[src/rtl/ex_mdu_pkg.sv]
// Shared types for the EX-stage multiply/divide unit.
// Op codes follow RV32M funct3; states cover the iterate/report FSM.
package ex_mdu_pkg;

  typedef enum logic [2:0] {
    MDU_MUL    = 3'd0,
    MDU_MULH   = 3'd1,
    MDU_MULHSU = 3'd2,
    MDU_MULHU  = 3'd3,
    MDU_DIV    = 3'd4,
    MDU_DIVU   = 3'd5,
    MDU_REM    = 3'd6,
    MDU_REMU   = 3'd7
  } mdu_op_e;

  typedef enum logic [1:0] {
    MDU_IDLE = 2'd0,
    MDU_CALC = 2'd1,
    MDU_DONE = 2'd2
  } mdu_state_e;

  function automatic int mdu_cnt_w(input int xlen);
    return $clog2(xlen);
  endfunction

  function automatic logic rs1_signed(
    input logic [2:0] op
  );
    return (op == MDU_MUL) || (op == MDU_MULH) ||
           (op == MDU_MULHSU) || (op == MDU_DIV) ||
           (op == MDU_REM);
  endfunction

  function automatic logic rs2_signed(
    input logic [2:0] op
  );
    return (op == MDU_MUL) || (op == MDU_MULH) ||
           (op == MDU_DIV) || (op == MDU_REM);
  endfunction

endpackage

[src/rtl/ex_mdu_div_step.sv]
// One restoring-divide step on unsigned magnitudes.
// Ports: rem_i/dvd_bit_i/div_i in; rem_o, quotient bit q_o out.
module ex_mdu_div_step #(
  parameter int XLEN = 32
) (
  input  logic [XLEN-1:0] rem_i,
  input  logic            dvd_bit_i,
  input  logic [XLEN-1:0] div_i,
  output logic [XLEN-1:0] rem_o,
  output logic            q_o
);

  logic [XLEN:0] sh;
  logic [XLEN:0] diff;

  // rem_i < div_i always holds, so sh < 2*div_i and the
  // top bit of diff is a clean borrow flag.
  assign sh    = {rem_i, dvd_bit_i};
  assign diff  = sh - {1'b0, div_i};
  assign q_o   = ~diff[XLEN];
  assign rem_o = q_o ? diff[XLEN-1:0] : sh[XLEN-1:0];

endmodule

[src/rtl/ex_mdu.sv]
// Iterative RV32M multiply/divide unit beside the EX ALU.
// In: clk, rst (sync, high), start_i, op_i, rs1_i, rs2_i,
//   wd_i, flush_i. Out: stall_req_o, valid_o, result_o, wd_o.
// EX_MDU_FAST_MUL_EN: single-cycle multiplier for MUL*.
module ex_mdu
  import ex_mdu_pkg::*;
#(
  parameter int XLEN       = 32,
  parameter int DIV_UNROLL = 1
) (
  input  logic            clk,
  input  logic            rst,
  input  logic            start_i,
  input  logic [2:0]      op_i,
  input  logic [XLEN-1:0] rs1_i,
  input  logic [XLEN-1:0] rs2_i,
  input  logic [4:0]      wd_i,
  input  logic            flush_i,
  output logic            stall_req_o,
  output logic            valid_o,
  output logic [XLEN-1:0] result_o,
  output logic [4:0]      wd_o
);

  localparam int CW = mdu_cnt_w(XLEN);
  localparam int DN = XLEN / DIV_UNROLL;
  localparam logic [CW-1:0] MUL_CNT = CW'(XLEN - 1);
  localparam logic [CW-1:0] DIV_CNT = CW'(DN - 1);
  localparam logic [XLEN-1:0] SMIN = {1'b1, {(XLEN-1){1'b0}}};

  mdu_state_e state_q, state_d;

  logic [XLEN-1:0] hi_q, lo_q, b_q;
  logic [XLEN-1:0] res_q, out_q;
  logic [4:0]      wd_q, wdo_q;
  logic [2:0]      op_q;
  logic            neg_q, rneg_q;
  logic [CW-1:0]   cnt_q;

  logic            load, step, res_en;
  logic [XLEN-1:0] res_d;

  // Product/quotient sign fix-up applied once at the end.
  function automatic logic [XLEN-1:0] fixup(
    input logic [2:0]      op,
    input logic            neg,
    input logic            rneg,
    input logic [XLEN-1:0] hi,
    input logic [XLEN-1:0] lo
  );
    logic [2*XLEN-1:0] p;
    logic [XLEN-1:0]   r;
    p = {hi, lo};
    if (neg) p = -p;
    r = '0;
    unique case (1'b1)
      op == MDU_MUL:           r = p[XLEN-1:0];
      ~op[2] & (|op[1:0]):     r = p[2*XLEN-1:XLEN];
      op[2] & ~op[1]:          r = neg ? -lo : lo;
      op[2] & op[1]:           r = rneg ? -hi : hi;
      default:                 r = '0;
    endcase
    return r;
  endfunction

  // Operand decode on the inputs, used at launch.
  logic            n1, n2, dz, ovf;
  logic [XLEN-1:0] m1, m2, spec_res;

  assign n1 = rs1_signed(op_i) & rs1_i[XLEN-1];
  assign n2 = rs2_signed(op_i) & rs2_i[XLEN-1];
  assign m1 = n1 ? -rs1_i : rs1_i;
  assign m2 = n2 ? -rs2_i : rs2_i;
  assign dz = op_i[2] & (rs2_i == '0);
  assign ovf = (op_i == MDU_DIV || op_i == MDU_REM) &&
               (rs1_i == SMIN) && (rs2_i == '1);

  // op_i[1] separates REM* from DIV*.
  always_comb begin
    spec_res = '1;
    if (ovf)
      spec_res = op_i[1] ? '0 : SMIN;
    else if (op_i[1])
      spec_res = rs1_i;
  end

`ifdef EX_MDU_FAST_MUL_EN
  logic [2*XLEN-1:0] fp;
  logic [XLEN-1:0]   fast_res;

  assign fp = {{XLEN{1'b0}}, m1} * {{XLEN{1'b0}}, m2};
  assign fast_res = fixup(op_i, n1 ^ n2, n1,
                          fp[2*XLEN-1:XLEN],
                          fp[XLEN-1:0]);
`endif

  // Shift-add multiply: {hi,lo} holds partial product and
  // the not-yet-consumed multiplier bits.
  logic [XLEN:0]   msum;
  logic [XLEN-1:0] mhi, mlo;

  assign msum = {1'b0, hi_q} +
                (lo_q[0] ? {1'b0, b_q} : '0);
  assign mhi  = msum[XLEN:1];
  assign mlo  = {msum[0], lo_q[XLEN-1:1]};

  // Divide: hi is the partial remainder, lo shifts the
  // dividend out at the top and quotient bits in at the
  // bottom.
  logic [XLEN-1:0]       r_c [DIV_UNROLL+1];
  logic [XLEN-1:0]       d_c [DIV_UNROLL+1];
  logic [DIV_UNROLL-1:0] qb;

  assign r_c[0] = hi_q;
  assign d_c[0] = lo_q;

  for (genvar k = 0; k < DIV_UNROLL; k++) begin : g_div
    ex_mdu_div_step #(
      .XLEN(XLEN)
    ) u_step (
      .rem_i    (r_c[k]),
      .dvd_bit_i(d_c[k][XLEN-1]),
      .div_i    (b_q),
      .rem_o    (r_c[k+1]),
      .q_o      (qb[k])
    );
    assign d_c[k+1] = {d_c[k][XLEN-2:0], qb[k]};
  end

  logic [XLEN-1:0] step_hi, step_lo;

  assign step_hi = op_q[2] ? r_c[DIV_UNROLL] : mhi;
  assign step_lo = op_q[2] ? d_c[DIV_UNROLL] : mlo;

  always_comb begin
    state_d     = state_q;
    stall_req_o = 1'b0;
    valid_o     = 1'b0;
    load        = 1'b0;
    step        = 1'b0;
    res_en      = 1'b0;
    res_d       = '0;
    unique case (1'b1)
      state_q == MDU_IDLE: begin
        stall_req_o = start_i & ~flush_i;
        if (start_i && !flush_i) begin
          load = 1'b1;
          if (dz || ovf) begin
            state_d = MDU_DONE;
            res_en  = 1'b1;
            res_d   = spec_res;
          end
`ifdef EX_MDU_FAST_MUL_EN
          else if (!op_i[2]) begin
            state_d = MDU_DONE;
            res_en  = 1'b1;
            res_d   = fast_res;
          end
`endif
          else begin
            state_d = MDU_CALC;
          end
        end
      end
      state_q == MDU_CALC: begin
        stall_req_o = 1'b1;
        if (flush_i) begin
          state_d = MDU_IDLE;
        end else begin
          step = 1'b1;
          if (cnt_q == '0) begin
            state_d = MDU_DONE;
            res_en  = 1'b1;
            res_d   = fixup(op_q, neg_q, rneg_q,
                            step_hi, step_lo);
          end
        end
      end
      state_q == MDU_DONE: begin
        valid_o = ~flush_i;
        state_d = MDU_IDLE;
      end
      default: state_d = MDU_IDLE;
    endcase
  end

  always_ff @(posedge clk) begin
    if (rst) begin
      state_q <= MDU_IDLE;
      hi_q    <= '0;
      lo_q    <= '0;
      b_q     <= '0;
      res_q   <= '0;
      out_q   <= '0;
      wd_q    <= '0;
      wdo_q   <= '0;
      op_q    <= '0;
      neg_q   <= 1'b0;
      rneg_q  <= 1'b0;
      cnt_q   <= '0;
    end else begin
      state_q <= state_d;
      if (load) begin
        op_q   <= op_i;
        wd_q   <= wd_i;
        neg_q  <= n1 ^ n2;
        rneg_q <= n1;
        hi_q   <= '0;
        lo_q   <= op_i[2] ? m1 : m2;
        b_q    <= op_i[2] ? m2 : m1;
        cnt_q  <= op_i[2] ? DIV_CNT : MUL_CNT;
      end else if (step) begin
        hi_q  <= step_hi;
        lo_q  <= step_lo;
        cnt_q <= cnt_q - CW'(1);
      end
      if (res_en)
        res_q <= res_d;
      if (valid_o) begin
        out_q <= res_q;
        wdo_q <= wd_q;
      end
    end
  end

  // A flushed DONE must not disturb what the pipeline last saw.
  assign result_o = valid_o ? res_q : out_q;
  assign wd_o     = valid_o ? wd_q  : wdo_q;

endmodule
[config.mk]
export PLATFORM = sky130hd
export DESIGN_NAME = ex_mdu
export DESIGN_NICKNAME = d
export VERILOG_FILES = /design/src/rtl/ex_mdu_pkg.sv /design/src/rtl/ex_mdu_div_step.sv /design/src/rtl/ex_mdu.sv
export SDC_FILE = /design/constraint.sdc
export NUM_CORES = 1
export LEC_CHECK = 0
export BUFFER_PORTS_ARGS = -buffer_cell sky130_fd_sc_hd__buf_4
export CAP_MARGIN = 20
export CORE_MARGIN = 2
export CORE_UTILIZATION = 30
export CTS_BUF_LIST = sky130_fd_sc_hd__clkbuf_4
export DETAILED_ROUTE_END_ITERATION = 12
export MAX_ROUTING_LAYER = met4
export SETUP_SLACK_MARGIN = 0.1
export SLEW_MARGIN = 0
export SYNTH_ARGS = -nofsm -noshare
export SYNTH_HDL_FRONTEND = slang
export SYNTH_SLANG_ARGS = --single-unit
[constraint.sdc]
create_clock -name clk -period 6.01 [get_ports clk]
set_input_delay 0.9015 -clock clk [delete_from_list [all_inputs] [get_ports clk]]
set_output_delay 0.9015 -clock clk [all_outputs]
set_load 0.01 [all_outputs]
==> reports/results.ini <==
[detailed_routing]
vias=20500
wl_per_cell_um=23.5
ant_nets=0
drc=0
drtIter0Drc=2083
viasPerCell=6.05
dr.pass1.iters=6
drt_wl_total_um=79600

[pwr]
power_mw=3.59
p_leak_nw=7.49
power_density_nw_per_um2=177
vdd_drop_max_v=0.000131

[global_route]
grt_max_degree=102
grt_usage_pct=25.4
antenna_found_initial=4
grt_overflow_total=0
grt_pass1_vias=18500
grt_pass1_wl_um=119000

[placement]
hpwl_um=62000
gp_congestion=1.01
post_dp_cell_area_um2=19900
portBuffers=114

[worst_setup_path]
path_max_fanout=9
max_stage_delay_ps=600
arrival_ps=6070
start_kind=flop
r2r-end=res_q[26]
r2r_cells=19
path_common_cell=nand2_1
path_class=flop to flop
path_buf_inv=1
required_ps=6600
cp-end-kind=flop
reg2reg_slack_ps=530
cpLargestDelayFamily=simple AND/OR/NAND/NOR gates
slowest_stage=or4_1
crit_chain=inv_1 -> ha_1 -> fa_1 -> nand2b_1 -> a21oi_1 -> o21ai_4 -> a21o_1 -> nand3_1 -> and3_1 -> ha_1 -> nand3_1 -> or4_1 -> nor3_2 -> nand2_1 -> nand2_1 -> nand2_1 -> nor3_2 -> nor4bb_1 -> a2111oi_1
r2r-start=lo_q[31]

[synthesis]
avgSynthCellArea_um2=7.15
synth_common_cells=nand2_1 (293), nor2_1 (255), a21oi_1 (248), dfxtp_1 (182), o21ai_0 (134)
synth_top_area_share_pct=20.0
yosys.cell_count.top_type=nand2_1
async_flop_share_pct=0
syn-cell-area_um2=18200
synth_enable_flop_cells=0
synth-main-ff-cell=dfxtp_1
synthesis.nets=2700
synth_area_leaders=dfxtp_1 (20%), a21oi_1 (6.8%), nand2_1 (6.0%), nor2_1 (5.2%), ha_1 (4.8%)
ys_seq_area_share_pct=20.0
synth_top_area_cell=dfxtp_1
synth_cells=2552
synth_seq_cells=182
ys_types=105
yosysWarnings=0

[timing]
setup_viol=0
setup-tns-final_ps=0
period_minus_slack_ps=5480
whs_ps=409
fin_crit_sh_pct=91.2
drv_slew=0
clock_skew_ps=53.5
hold_viol_final=0
max_freq_ghz=0.182
slew_headroom_pct=23.0
worst_pin_slew_ps=1150
rsz0062_at_grt=false

[min_path]
min_path_cells=3
whs_endpoint=wd_q[3]
worst_hold_path_type=input pin to flop
holdCritStartpoint=wd_i[3]

[cells_and_area]
fin_util_pct=33.6
drive_gt1_share_pct=12.5
final_area_um2=20200
nets=2735
syn_to_final_growth_pct=10.8

[floorplan]
rows=90
die_x_um=251
start_util_pct=30.3
io_pins=115
fp.coreArea_um2=60200
dieArea_um2=62800
dieHeight_um=251

[clocking]
cts_resized=0
htreeDepth=4
hold_buffers=0
cts_tree=built
clockBufferDepth=2
cts.clk_slew.worst_paths_ps=200
cts_made_buffers=17
clk-insertion-delay-late_ps=710
clock-sinks=182
cts_setup_buffers=0
clockRootBuffer=clkbuf_4

[status]
outcome=finished, final reports clean

[run]
maxCapViolations=0

## registers in the layout, summed over array words and instances (netlist names)
name / flops
neg_q: 1
state_q: 2
hi_q: 32
res_q: 32
wd_q: 5
rneg_q: 1
out_q: 32
b_q: 32
wdo_q: 5
cnt_q: 5
lo_q: 32
op_q: 3
## worst min-delay path, delay by kind of cell
kind	cells	cell delay, ps
buffers and inverters	1	110
AO/OA/AOI/OAI	1	50
AND/OR/NAND/NOR	1	40
## layer usage
| metal | global-route usage [%] | vias up | wire [µm] |
|---|---|---|---|
| met5 | - | - | 0 |
| met4 | 12.6 | 0 | 4290 |
| met3 | 3.92 | 191 | 6480 |
| met2 | 38.8 | 1039 | 35400 |
| met1 | 32.5 | 9771 | 33500 |
| li1 | - | 9485 | - |
## placed cells by master (no fill, tap or decap), types with 20 or more instances in the layout
| cell type | count |
|---|---|
| nand2_1 | 293 |
| nor2_1 | 255 |
| a21oi_1 | 248 |
| dfxtp_1 | 181 |
| buf_4 | 181 |
| o21ai_0 | 133 |
| o211ai_1 | 85 |
| xnor2_1 | 81 |
| ha_1 | 70 |
| inv_1 | 69 |
| nor3_1 | 67 |
| a211oi_1 | 57 |
| mux2i_1 | 55 |
| xor2_1 | 55 |
| nand3_1 | 52 |
| nor2b_1 | 52 |
| and2_1 | 48 |
| a31oi_1 | 46 |
| mux2_2 | 45 |
| nand4_1 | 44 |
| a21o_1 | 31 |
| or3_1 | 26 |
| o31ai_1 | 26 |
| nand2b_1 | 25 |
| nor4_1 | 22 |
| o21a_1 | 20 |
## worst max-delay path by stage
stage             start         to  cells after the start
3_3_place_gp   lo_q[31]   res_q[0]                     19
2_1_floorplan  lo_q[31]  res_q[26]                     21
4_1_cts        lo_q[31]  res_q[26]                     19
5_1_grt        lo_q[31]  res_q[26]                     19
6_report       lo_q[31]  res_q[26]                     19
3_5_place_dp   lo_q[31]  res_q[26]                     19
## layout make-up
cell class | count | area (µm²)
Timing Repair Buffer | 183 | 1390
Antenna cell | 4 | 10.0
Clock buffer | 18 | 135
Sequential cell | 182 | 3650
Tap cell | 782 | 978
Fill cell | 6474 | 40000
Clock inverter | 14 | 134
Inverter | 70 | 263
Multi-Input combinational cell | 2133 | 13700
## logic make-up (layout without fill, tap and decap cells)
logic type	after synthesis	count (layout)	synth area share [%]
AND/OR/NAND/NOR	989	989	26.9
AO/OA/AOI/OAI	836	836	30.6
buffers and inverters	237	285	5.24
flip-flops	182	182	20.0
XOR/XNOR	136	136	6.53
multiplexers	100	100	5.79
adder cells (fa/ha/maj)	72	72	5.02
other	0	4	0
## where the power goes
part | internal [mW] | switching, mW | total (mW)
Combinational | 0.520 | 1.03 | 1.55
Sequential | 1.25 | 0.0546 | 1.31
Clock | 0.187 | 0.542 | 0.729
## stage by stage
stage	std cells	worst slack, ps
after floorplan	2552	1550
after global placement	3349	842
after detailed placement	3349	694
after CTS	3381	654
after global routing	3386	103
final	3386	530
(Power assumes the default switching activity.)
